**src/rtl/game_period_sched.sv**
```systemverilog
`timescale 1ns/1ps
// Game-period scheduler: steps each level through PRELIM, ANSWER and POST on a
// one-second prescaler and shortens the symbol-generation strobe period per level.
module game_period_sched #(
  parameter int unsigned TICK_CYCLES = 100000000,
  parameter int unsigned PRELIM_S    = 3,
  parameter int unsigned ANSWER_S    = 20,
  parameter int unsigned POST_S      = 2,
  parameter int unsigned NUM_LEVELS  = 5,
  parameter int unsigned SYM_BASE    = 100000000,
  parameter int unsigned SYM_STEP    = 5000000,
  parameter int unsigned SYM_MIN     = 10000000
) (
  input  logic       Clk100M,
  input  logic       ResetN,
  input  logic       Start,
  input  logic       Abort,
  output logic [1:0] Period,
  output logic [3:0] Level,
  output logic [5:0] SecsLeft,
  output logic       LevelChng,
  output logic       ClkSymGen,
  output logic       Done
);

  typedef enum logic [2:0] {
    S_IDLE,
    S_PRELIM,
    S_ANSWER,
    S_POST,
    S_DONE
  } state_t;

  state_t      state;
  state_t      state_nxt;

  logic [31:0] prescaler;
  logic [31:0] prescaler_nxt;
  logic [31:0] sym_cnt;
  logic [31:0] sym_cnt_nxt;
  logic [31:0] sym_max;
  logic [31:0] sym_max_nxt;

  logic [1:0]  period_nxt;
  logic [3:0]  level_nxt;
  logic [5:0]  secs_nxt;
  logic        level_chng_nxt;
  logic        clk_sym_nxt;
  logic        done_nxt;

  logic        in_period;
  logic        tick;
  logic        expire;
  logic        entering;

  // Negative difference saturates to the floor, so late levels never underflow.
  function automatic logic [31:0] calc_sym_max(input logic [3:0] lvl);
    logic [31:0] dec;
    logic [31:0] diff;
    dec  = (32'(lvl) - 32'd1) * SYM_STEP;
    diff = SYM_BASE - dec;
    if ((dec > SYM_BASE) || (diff < SYM_MIN)) begin
      return SYM_MIN;
    end
    return diff;
  endfunction

  assign in_period = (state == S_PRELIM) || (state == S_ANSWER) || (state == S_POST);
  assign tick      = in_period && (prescaler == (TICK_CYCLES - 1));
  assign expire    = tick && (SecsLeft == 6'd1);
  assign entering  = (state_nxt != state);

  always_ff @(posedge Clk100M or negedge ResetN) begin
    if (!ResetN) begin
      state <= S_IDLE;
    end else begin
      state <= state_nxt;
    end
  end

  always_comb begin
    state_nxt = state;
    if (Abort) begin
      state_nxt = S_IDLE;
    end else if (Start && ((state == S_IDLE) || (state == S_DONE))) begin
      state_nxt = S_PRELIM;
    end else if (expire) begin
      case (state)
        S_PRELIM: state_nxt = S_ANSWER;
        S_ANSWER: state_nxt = S_POST;
        S_POST:   state_nxt = (Level < 4'(NUM_LEVELS)) ? S_PRELIM : S_DONE;
        default:  state_nxt = state;
      endcase
    end
  end

  // Every output is computed from the upcoming state so the registers below
  // present it on the same edge that the state changes.
  always_comb begin
    period_nxt     = 2'd0;
    level_nxt      = Level;
    secs_nxt       = SecsLeft;
    prescaler_nxt  = 32'd0;
    sym_max_nxt    = sym_max;
    sym_cnt_nxt    = 32'd0;
    level_chng_nxt = 1'b0;
    clk_sym_nxt    = 1'b0;
    done_nxt       = 1'b0;

    case (state_nxt)
      S_PRELIM: period_nxt = 2'd1;
      S_ANSWER: period_nxt = 2'd2;
      S_POST:   period_nxt = 2'd3;
      default:  period_nxt = 2'd0;
    endcase

    if (state_nxt == S_IDLE) begin
      level_nxt = 4'd0;
    end else if (entering && (state_nxt == S_PRELIM)) begin
      level_nxt = (state == S_POST) ? 4'(Level + 4'd1) : 4'd1;
    end

    if (entering) begin
      case (state_nxt)
        S_PRELIM: secs_nxt = 6'(PRELIM_S);
        S_ANSWER: secs_nxt = 6'(ANSWER_S);
        S_POST:   secs_nxt = 6'(POST_S);
        default:  secs_nxt = 6'd0;
      endcase
    end else if (tick) begin
      secs_nxt = SecsLeft - 6'd1;
    end

    if (!entering && in_period && !tick) begin
      prescaler_nxt = prescaler + 32'd1;
    end

    if (state_nxt == S_IDLE) begin
      sym_max_nxt = 32'd0;
    end else if (entering && (state_nxt == S_PRELIM)) begin
      sym_max_nxt = calc_sym_max(level_nxt);
    end

    if ((state_nxt == S_ANSWER) && !entering && (sym_cnt != (sym_max - 32'd1))) begin
      sym_cnt_nxt = sym_cnt + 32'd1;
    end

    clk_sym_nxt    = (state_nxt == S_ANSWER) && (sym_cnt_nxt == (sym_max_nxt - 32'd1));
    level_chng_nxt = entering && (state_nxt == S_PRELIM);
    done_nxt       = (state_nxt == S_DONE);
  end

  always_ff @(posedge Clk100M or negedge ResetN) begin
    if (!ResetN) begin
      Period    <= 2'd0;
      Level     <= 4'd0;
      SecsLeft  <= 6'd0;
      LevelChng <= 1'b0;
      ClkSymGen <= 1'b0;
      Done      <= 1'b0;
      prescaler <= 32'd0;
      sym_cnt   <= 32'd0;
      sym_max   <= 32'd0;
    end else begin
      Period    <= period_nxt;
      Level     <= level_nxt;
      SecsLeft  <= secs_nxt;
      LevelChng <= level_chng_nxt;
      ClkSymGen <= clk_sym_nxt;
      Done      <= done_nxt;
      prescaler <= prescaler_nxt;
      sym_cnt   <= sym_cnt_nxt;
      sym_max   <= sym_max_nxt;
    end
  end

endmodule
```
**config.mk**
```make
export PLATFORM = sky130hd
export DESIGN_NAME = game_period_sched
export DESIGN_NICKNAME = d
export VERILOG_FILES = /design/src/rtl/game_period_sched.sv
export SDC_FILE = /design/constraint.sdc
export NUM_CORES = 1
export LEC_CHECK = 0
export ABC_CLOCK_PERIOD_IN_PS = 10100
export CORE_MARGIN = 4
export CORE_UTILIZATION = 58
export DETAILED_ROUTE_END_ITERATION = 10
export PLACE_DENSITY = 0.78
export RECOVER_POWER = 50
export SLEW_MARGIN = 20
export SYNTH_ARGS = -nofsm -noshare
export SYNTH_HDL_FRONTEND = slang
export SYNTH_SLANG_ARGS = --single-unit
```
**constraint.sdc**
```tcl
create_clock -name Clk100M -period 10.1 [get_ports Clk100M]
set_input_delay 1.01 -clock Clk100M [delete_from_list [all_inputs] [get_ports Clk100M]]
set_output_delay 1.01 -clock Clk100M [all_outputs]
set_load 0.005 [all_outputs]
```
==> Yosys cells after proc, flatten, opt, wreduce, memory -nomap -nowiden <==
Index checks and enable logic that the tools add are counted.
{ "word_totals": {"reg_bits": 114, "latchBits": 0, "mem_bits_rw": 0, "rom_bits": 0, "out_inout_bits": 15, "mem_count": 0} }
{ "classes": {"n_addsub": 8, "multipliers": 1, "div_mod_pow": 0, "n_lt_le_gt_ge": 3, "n_eq_ne": 13, "n_shift": 0, "mux": 21, "bitwise": 0, "reduce_logical": 18} }
{ "op_table": {"columns": ["operator", "n"], "rows": [
  ["32-bit two-way mux", 6],
  ["32-bit by 1-bit adder with 32-bit output, second input constant", 2],
  ["32-bit by 1-bit subtractor with 32-bit output, second input constant", 2],
  ["32-bit by 27-bit equality test with 1-bit output, second input constant", 1],
  ["32-bit equality test", 1],
  ["32-bit by 27-bit > comparator with 1-bit output, second input constant", 1],
  ["32-bit by 24-bit less-than comparator with 1-bit output, second input constant", 1],
  ["32-bit by 17-bit multiplier with 26-bit output, second input constant", 1],
  ["32-bit != test", 1],
  ["27-bit by 32-bit subtractor with 32-bit output, first input constant", 1],
  ["5-bit one-hot mux with 3 select lines", 1],
  ["3-bit by 2-bit equality test with 1-bit output, second input constant", 4],
  ["3-bit two-way mux", 4],
  ["4-bit two-way mux", 3],
  ["6-bit two-way mux", 2],
  ["1-bit logical AND", 9],
  ["3-bit one-hot mux with 3 select lines", 1],
  ["3-bit by 1-bit equality test with 1-bit output, second input constant", 2],
  ["3-bit equality test, second input constant", 2],
  ["6-bit by 1-bit equality test with 1-bit output, second input constant", 1],
  ["3-bit logical NOT", 2],
  ["2-bit one-hot mux with 3 select lines", 1],
  ["6-bit by 1-bit subtractor with 6-bit output, second input constant", 1],
  ["4-bit by 1-bit subtractor with 5-bit output, second input constant", 1],
  ["other kinds (7)", 13]
]} }

==> Longest topological paths before layout <==
Gate-level depths: netlist of the first run.
{ "depth": {"ltp_word": 26, "ltp_mapped": 46, "depth_no_buf": 43} }

==> Worst setup path after synthesis of the first run <==
Ideal clock, no wire load.
{ "synth_path": {"path_type": "register -> register", "start": "reg prescaler[0]", "end": "reg ClkSymGen", "setup_ns": 0.101, "arrival_time_ns": 10.902, "setup_slack_ns": -0.902, "path_stages_with_launch": 43, "n_path_buf": 3, "synth_period_minus_slack_ns": 11.002, "path_cell_list": "dfrtp_1 -> ha_1 -> and4_1 -> nand4_1 -> nor4_4 -> mux2i_2 -> inv_2 -> nor3_1 -> clkbuf_1 -> clkbuf_1 -> nand2b_1 -> a21oi_1 -> inv_1 -> ha_1 -> inv_1 -> a2111oi_4 -> nor2_1 -> nor2_1 -> [7 not listed] -> fa_1 -> inv_1 -> ha_1 -> o21a_1 -> and2_1 -> nor4b_2 -> nand4_1 -> o211ai_1 -> nand4_1 -> o211a_4 -> a32o_1 -> a221o_1 -> nor4b_4 -> nand3_1 -> or4bb_1 -> a32oi_1 -> nand4_1 -> nor4_1"} }
{ "synth_via": {"elab_chain_cells": 24} }
{ "synth_rtl": {"columns": ["item", "line_no", "rtl"], "rows": [
  ["from (decl)", "37", "logic [31:0] prescaler;"],
  ["from (signal assigned)", "171", "prescaler <= prescaler_nxt;"],
  ["32-bit by 27-bit equality test with 1-bit output (*)", "69", "assign tick = in_period && (prescaler == (TICK_CYCLES - 1));"],
  ["1-bit logical AND (*)", "69", null],
  ["1-bit logical AND (*)", "70", "assign expire = tick && (SecsLeft == 6'd1);"],
  ["3-bit two-way mux (*)", "87", "end else if (expire) begin"],
  ["3-bit two-way mux (*)", "85", "end else if (Start && ((state == S_IDLE) || (state == S_DONE))) begin"],
  ["3-bit two-way mux (*)", "83", "if (Abort) begin"],
  ["net state_nxt[1]", "35", "state_t state_nxt;"],
  ["3-bit != test / 3-bit by 1-bit equality test with 1-bit output (equally long branches)", null, null],
  ["[1 not listed]", null, null],
  ["net level_chng_nxt", "47", "logic level_chng_nxt;"],
  ["[2 not listed]", null, null],
  ["net level_nxt[1]", "45", "logic [3:0] level_nxt;"],
  ["[8 not listed]", null, null],
  ["32-bit two-way mux (*)", "65", "return diff;"],
  ["32-bit two-way mux (*)", "140", "end else if (entering && (state_nxt == S_PRELIM)) begin"],
  ["32-bit two-way mux (*)", "138", "if (state_nxt == S_IDLE) begin"],
  ["net sym_max_nxt[22]", "42", "logic [31:0] sym_max_nxt;"],
  ["32-bit by 1-bit subtractor with 32-bit output (*)", "148", "clk_sym_nxt = (state_nxt == S_ANSWER) && (sym_cnt_nxt == (sym_max_nxt - 32'd1));"],
  ["32-bit equality test (*)", "148", null],
  ["1-bit logical AND (*)", "148", null],
  ["net clk_sym_nxt", "48", "logic clk_sym_nxt;"],
  ["to (signal assigned)", "169", "ClkSymGen <= clk_sym_nxt;"],
  ["to (decl)", "22", "output logic ClkSymGen,"]
]} }
The timed path passes the listed nets; every way through them passes the cells marked *. The select of a mux whose other input is x is not followed.
A chain may end at the register's enable or synchronous reset.

==> Final worst setup path of the first run <==
{ "layout_path": {"start": "reg prescaler[1]", "end": "reg ClkSymGen"} }
{ "layout_via": {"elab_chain_cells": 24} }
{ "layout_rtl": {"columns": ["item", "line_no", "rtl"], "rows": [
  ["32-bit by 27-bit equality test with 1-bit output (*)", "69", null],
  ["1-bit logical AND (*)", "69", null],
  ["1-bit logical AND (*)", "70", null],
  ["3-bit two-way mux (*)", "87", null],
  ["3-bit two-way mux (*)", "85", null],
  ["3-bit two-way mux (*)", "83", null],
  ["3-bit != test / 3-bit by 1-bit equality test with 1-bit output (equally long branches)", "71, 119", null],
  ["1-bit logical AND", "119", "end else if (entering && (state_nxt == S_PRELIM)) begin"],
  ["[2 not listed]", null, null],
  ["net level_nxt[3]", "45", null],
  ["[8 not listed]", null, null],
  ["32-bit two-way mux (*)", "65", null],
  ["32-bit two-way mux (*)", "140", null],
  ["32-bit two-way mux (*)", "138", null],
  ["net sym_max_nxt[22]", "42", null],
  ["32-bit by 1-bit subtractor with 32-bit output (*)", "148", null],
  ["32-bit equality test (*)", "148", null],
  ["1-bit logical AND (*)", "148", null],
  ["net clk_sym_nxt", "48", null]
]} }
Marked as above.

==> results of run 1 <==
metal layers:
metal | vias up | share of wire (%) | wire length [um] | global-route usage (%)
li1 | 4683 | - | - | -
met4 | 0 | 3.2 | 973 | 8.689
met3 | 83 | 7.0 | 2154 | 5.258
met2 | 417 | 47 | 14510 | 48.99
met5 | - | 0 | 0 | 0
met1 | 4875 | 43 | 13150 | 39.83
sequential cells by signal, summed over array words and instances, names as in the netlist:
register	flops
sym_max	32
state	3
sym_cnt	32
prescaler	32
Period	2
LevelChng	1
Level	4
SecsLeft	6
Done	1
ClkSymGen	1
kinds of logic after synthesis:
kind of cell	Yosys count	share of synthesized area (%)
AOI/OAI and AO/OA	238	16.66
xor gates and xnor gates	169	13.78
adders and majority gates	95	12.42
DFF	114	26.32
and+or+nand+nor	505	24.80
muxes	19	1.882
buffers and inverters	117	4.133
area by class of cell:
type / count / area, um2
Inverter: 84 / 315.3
Sequential cell: 114 / 2854
Timing Repair Buffer: 106 / 830.8
Multi-Input combinational cell: 1026 / 7787
Clock buffer: 17 / 425.4
Clock inverter: 15 / 173.9
Tap cell: 229 / 286.5
Fill cell: 1384 / 5474
path summary, 6_finish.rpt:
path / start / to
worst max-delay path: prescaler[1] / ClkSymGen
worst min-delay path: prescaler[16] / prescaler[16]
worst max register to register: prescaler[1] / ClkSymGen
worst min register to register: prescaler[16] / prescaler[16]
max in group asynchronous: ResetN / prescaler[19]
min in group asynchronous: ResetN / SecsLeft[4]
stage by stage:
step | setup slack, ns | utilization [%]
global route | -0.1042 | 69.84
global placement | 0.03267 | 64.73
detailed placement | -0.3343 | 64.73
floorplan | 0.02007 | -
CTS | 0.05612 | 68.15
finish | 0.2787 | 69.84
repair_timing:
action / CTS / global route
gates resized for setup: 2 / 33
setup buffers: 2 / 16
endpoints found under the setup margin: 1 / 1
pin swaps: 2 / 19
power by group:
| part | switching [W] | internal (W) |
|---|---|---|
| Combinational | 0.00134 | 0.00104 |
| Clock | 0.000247 | 0.000369 |
| Sequential | 0.0000335 | 0.000474 |
cell usage in the layout (no fill, tap or decap), drive strengths merged, types with 10 or more instances in the layout:
cell / instances
nor3: 27
o21a: 10
mux2i: 11
fa: 21
nand2b: 10
clkdlybuf4s50: 14
nor2: 143
inv: 89
clkbuf: 20
dfrtp: 114
xnor2: 93
a21oi: 39
and2: 19
ha: 74
nor4: 26
and3: 38
nand2: 94
nand3: 56
buf: 86
a2111oi: 10
xor2: 75
o211ai: 12
or3: 16
a31oi: 13
nand4: 24
o21ai: 46
worst max-delay path, delay by kind of cell (launching register included):
family / cells / cell delay [ns]
multiplexers: 1 / 0.31
AND/OR/NAND/NOR: 9 / 2.37
XOR/XNOR: 1 / 0.30
adder cells (fa/ha/maj): 8 / 2.52
flip-flops: 1 / 0.40
AO/OA/AOI/OAI: 11 / 2.78
buffers and inverters: 7 / 1.05
==> results.toml, run 1 <==
[run_status]
status = "finished, violations left"
violations = "max-capacitance violations, max-slew violations"

[sta]
setup_viol = 0
holdWs_ns = 0.5418
slew_viol_final = 117
max_freq_mhz = 101.8
period_needed_ns = 9.821
clock_skew_ns = 0.01014
tns_ns = 0
hold_viol_final = 0
maxSlewHeadroom_pct = -121.0
period_share_pct = 97.24
worst_pin_slew_ns = 3.316

[synthesis]
yosysWarnings = 0
syn_inst = 1257
yosysTopAreaCell = "dfrtp_1"
synthArstFlopShare_pct = 100.0
synth_edf_count = 0
avgSynthCellArea_um2 = 8.622
syn_area_um2 = 10840
ys_types = 93
synth_flop_cell = "dfrtp_1"
synth_common_cells = "143 x nor2_1, 114 x dfrtp_1, 94 x nand2_1"
synth_area_leaders = "dfrtp_1 26%, ha_1 8.5%, xnor2_1 7.5%, xor2_1 6.1%, nor2_1 5.0%"
syn_nets = 1356
synth_top_area_share_pct = 26.32
synth_seq_cells = 114
ys_seq_area_share_pct = 26.32
synth_most_common_cell = "nor2_1"

[clock_tree]
cts_hold_buf = 0
cts_tree = "done"
clockBufferDepth = 2
cts_made_buffers = 17
root_buffer = "clkbuf_16"
clk_latency_ns = 0.43
clk_transition_reported_paths_ns = 0.06
ctsHtreeMaxLevel = 4
clkSinkCount = 114

[worst_setup_path]
cp_slowest_cell = "fa_1"
rr_worst_depth = 37
endpoint_kind = "register"
cp.arrival_ns = 10.16
regToRegSetupSlack_ns = 0.28
worstSetupPathType = "reg -> reg"
max_stage_delay_ns = 0.53
worstPathMaxFanout = 7
crit_required_ns = 10.44
worstSetupStartpointType = "register"

[floorplanning]
num_rows = 49
fp.dieArea_um2 = 20940
die_h_um = 144.7
initial_core_util_pct = 59.72
die_w_um = 144.7
core_area_um2 = 18150
ios = 19

[placement]
dpl.cell_count = 1541
dp_hpwl_um = 23250
io_buffers = 18
place.gp.congestion = 1.020
dpl_cell_area_um2 = 11750

[drt]
ant_nets = 0
drt-total-wl_um = 30790
route.vias.total = 10060
drt_iter0_drc = 874
drc = 0
vias_per_cell = 6.322
wl_per_cell_um = 19.35
dr.pass1.iters = 7

[grt]
grt_antenna_before_repair = 0
grt_pass1_wl_um = 49010
grt_pass1_vias = 9515
gr-usage-all-layers_pct = 29.57
grt_max_degree = 60
grt_overflow = 0

[cells_and_area]
fin_nets = 1448
n_antenna_cell = 0
drive_gt1_share_pct = 15.12
syn_to_final_growth_pct = 16.94
final_cell_area_um2 = 12670
finalNonFillerCells = 1591

[pwr]
power.total_w = 0.003511
p_leak_nw = 5.623
ir_drop_uv = 189.0
power-per-cell-area_nw_per_um2 = 277.1

[hold_path]
holdPathStages = 2
worstHoldPathType = "reg -> reg"

[flow_run]
drv_cap = 2
No activity file was read; power rests on OpenSTA's default activity.
==> run 2: changes to the inputs <==
- PLACE_DENSITY: 0.78 -> default
- PLACE_DENSITY_LB_ADDON: default -> 0.25
==> run 2 against run 1 <==
The run still ends with max-capacitance violations, max-slew violations left; wire length rose by 1.4%; worst setup slack got worse by 0.043 ns; core utilization rose by 0.99 points; clock skew fell by 0.0031 ns; global-route usage decreased by 0.15 points; power grew 4.6%; combinational power rose by 7%; sequential power barely moved; flip-flop and latch count unchanged; critical endpoint unchanged.
==> results.toml, run 2 (synthesis results as in run 1) <==
[hold_path]
hold_path.startpoint = "prescaler[16]"
worstHoldPathType = "reg -> reg"
min_to = "prescaler[16]"
holdPathStages = 2

[clock_tree]
cts_hold_buf = 0
clkSinkCount = 114
clk_transition_reported_paths_ns = 0.06
clockBufferDepth = 2
ctsHtreeMaxLevel = 4
cts_made_buffers = 17
root_buffer = "clkbuf_16"
clk_latency_ns = 0.43
cts_tree = "done"

[floorplanning]
ios = 19
num_rows = 49
fp.dieArea_um2 = 20940
core_area_um2 = 18150
initial_core_util_pct = 59.72
die_w_um = 144.7
die_h_um = 144.7

[cells_and_area]
drive_gt1_share_pct = 16.41
utilization_pct = 70.82
final_common_cell = "nor2_1"
syn_to_final_growth_pct = 18.59
reg.largest.list = "prescaler x32, sym_cnt x32, sym_max x32"
nFillCells = 1374
n_antenna_cell = 0
fin_nets = 1451
layout_common_cells = "138 x nor2_1, 111 x dfrtp_1, 94 x nand2_1"

[drt]
route.vias.total = 10080
dr.pass1.iters = 5
ant_nets = 0
drc = 0
vias_per_cell = 6.324
wl_per_cell_um = 19.60
drt_iter0_drc = 932
drt-total-wl_um = 31240

[pwr]
power-per-cell-area_nw_per_um2 = 285.8
ir_drop_uv = 211.4
seqPwrFrac_pct = 13.8
comb_power_share_pct = 69.5
cell_internal_pwr_w = 0.001943
p_leak_nw = 5.712
p_clk_share_pct = 16.7
power_switching_w = 0.001730
p_sw_share_pct = 47.11

[worst_setup_path]
worstSetupStartpointType = "register"
reg2reg_to = "ClkSymGen"
cp.arrival_ns = 10.19
max_stage_delay_ns = 0.57
crit_required_ns = 10.42
worstPathMaxFanout = 7
rr_worst_depth = 39
regToRegSetupSlack_ns = 0.24
worstSetupPathType = "reg -> reg"
cp_slowest_cell = "fa_1"
r2r_start = "SecsLeft[2]"
endpoint_kind = "register"
crit_top_cell = "ha_1"

[run_status]
status = "finished, violations left"
violations = "max-capacitance violations, max-slew violations"

[placement]
place.gp.congestion = 0.9905
dp_hpwl_um = 23070
io_buffers = 18

[sta]
setup_viol = 0
maxSlewHeadroom_pct = -134.4
period_share_pct = 97.67
period_needed_ns = 9.865
max_freq_mhz = 101.4
slew_viol_final = 117
worst_pin_slew_ns = 3.517
tns_ns = 0
clock_skew_ns = 0.007033
hold_viol_final = 0

[grt]
grt_max_degree = 64
grt_overflow = 0
grt_pass1_vias = 9498
grt_pass1_wl_um = 49000
gr-usage-all-layers_pct = 29.42
grt_antenna_before_repair = 0

[flow_run]
drv_cap = 2
## run 2: cell count changes in the layout (fill, tap and decap cells not counted), moves of 2 or more
cell,delta
buf_4,+3
dfrtp_1,-2
dfrtp_2,+2
inv_4,+2
inv_8,+2
nor2_1,-3
nor2_4,+2
nor4_2,-2
## run 2: worst max-delay path by stage
| stage | start | endpoint | slack (ns) | cells past startpoint |
|---|---|---|---|---|
| after floorplan | prescaler[10] | ClkSymGen | 0.02 | 41 |
| after global placement | Abort | ClkSymGen | 0.05 | 36 |
| after detailed placement | Abort | ClkSymGen | -0.34 | 39 |
| after CTS | prescaler[10] | ClkSymGen | 0.02 | 40 |
| after global routing | SecsLeft[2] | ClkSymGen | -0.15 | 38 |
| final | SecsLeft[2] | ClkSymGen | 0.24 | 39 |
## run 2: cell type report
class | count | area, um2 | area share, %
Inverter | 84 | 320.3 | 2.492
Clock buffer | 17 | 425.4 | 3.310
Clock inverter | 15 | 172.7 | 1.343
Multi-Input combinational cell | 1026 | 7931 | 61.71
Tap cell | 229 | 286.5 | 2.229
Sequential cell | 114 | 2856 | 22.23
Timing Repair Buffer | 109 | 859.6 | 6.688
## run 2: critical path, delay by kind of cell (launching register included)
kind                       cells  cell delay, ns
adders and majority gates      7            2.34
and+or+nand+nor               16            4.06
muxes                          1            0.32
AOI/OAI and AO/OA              8            1.71
DFF                            1            0.43
buffers and inverters          7            0.87
## run 2: power groups by stage
stage / logic [W] / clock network (W) / registers [W]
2_1_floorplan: 0.00159 / 0 / 0.000500
3_3_place_gp: 0.00217 / 0 / 0.000513
3_5_place_dp: 0.00221 / 0 / 0.000513
4_1_cts: 0.00224 / 0.000616 / 0.000505
5_1_grt: 0.00275 / 0.000643 / 0.000508
6_report: 0.00255 / 0.000613 / 0.000507
## run 2: timing repair
action / in CTS / in global routing
gates cloned: 0 / 0
gates resized for setup: 5 / 63
pin swaps: 2 / 32
buffers inserted: 1 / 22
endpoints found under the setup margin: 1 / 1
## run 2: layer usage
layer	routed length (um)	vias to the layer above	global-route usage, %
li1	-	4703	-
met1	13720	4884	41.71
met2	14180	407	45.48
met3	2400	87	6.080
met4	944	0	9.082
met5	0	-	0
## run 2: per-stage QoR
step                total power (W)  std cells  hold slack, ns  setup WS (ns)  cell area (um2)
floorplan                  0.002088       1257          0.4479        0.02007            10890
global placement           0.002686       1539          0.4756        0.04820            11730
detailed placement         0.002723       1539          0.4826        -0.3411            11730
CTS                        0.003366       1572          0.4973        0.02052            12360
global route               0.003897       1594          0.5857        -0.1497            12850
finish                     0.003673       1594          0.5531         0.2353            12850
==> run 3: changes to the inputs <==
- HOLD_SLACK_MARGIN: default -> 0.15
==> results of run 3 <==
The final DEF is identical to that of run 2; final timing and power are the same.
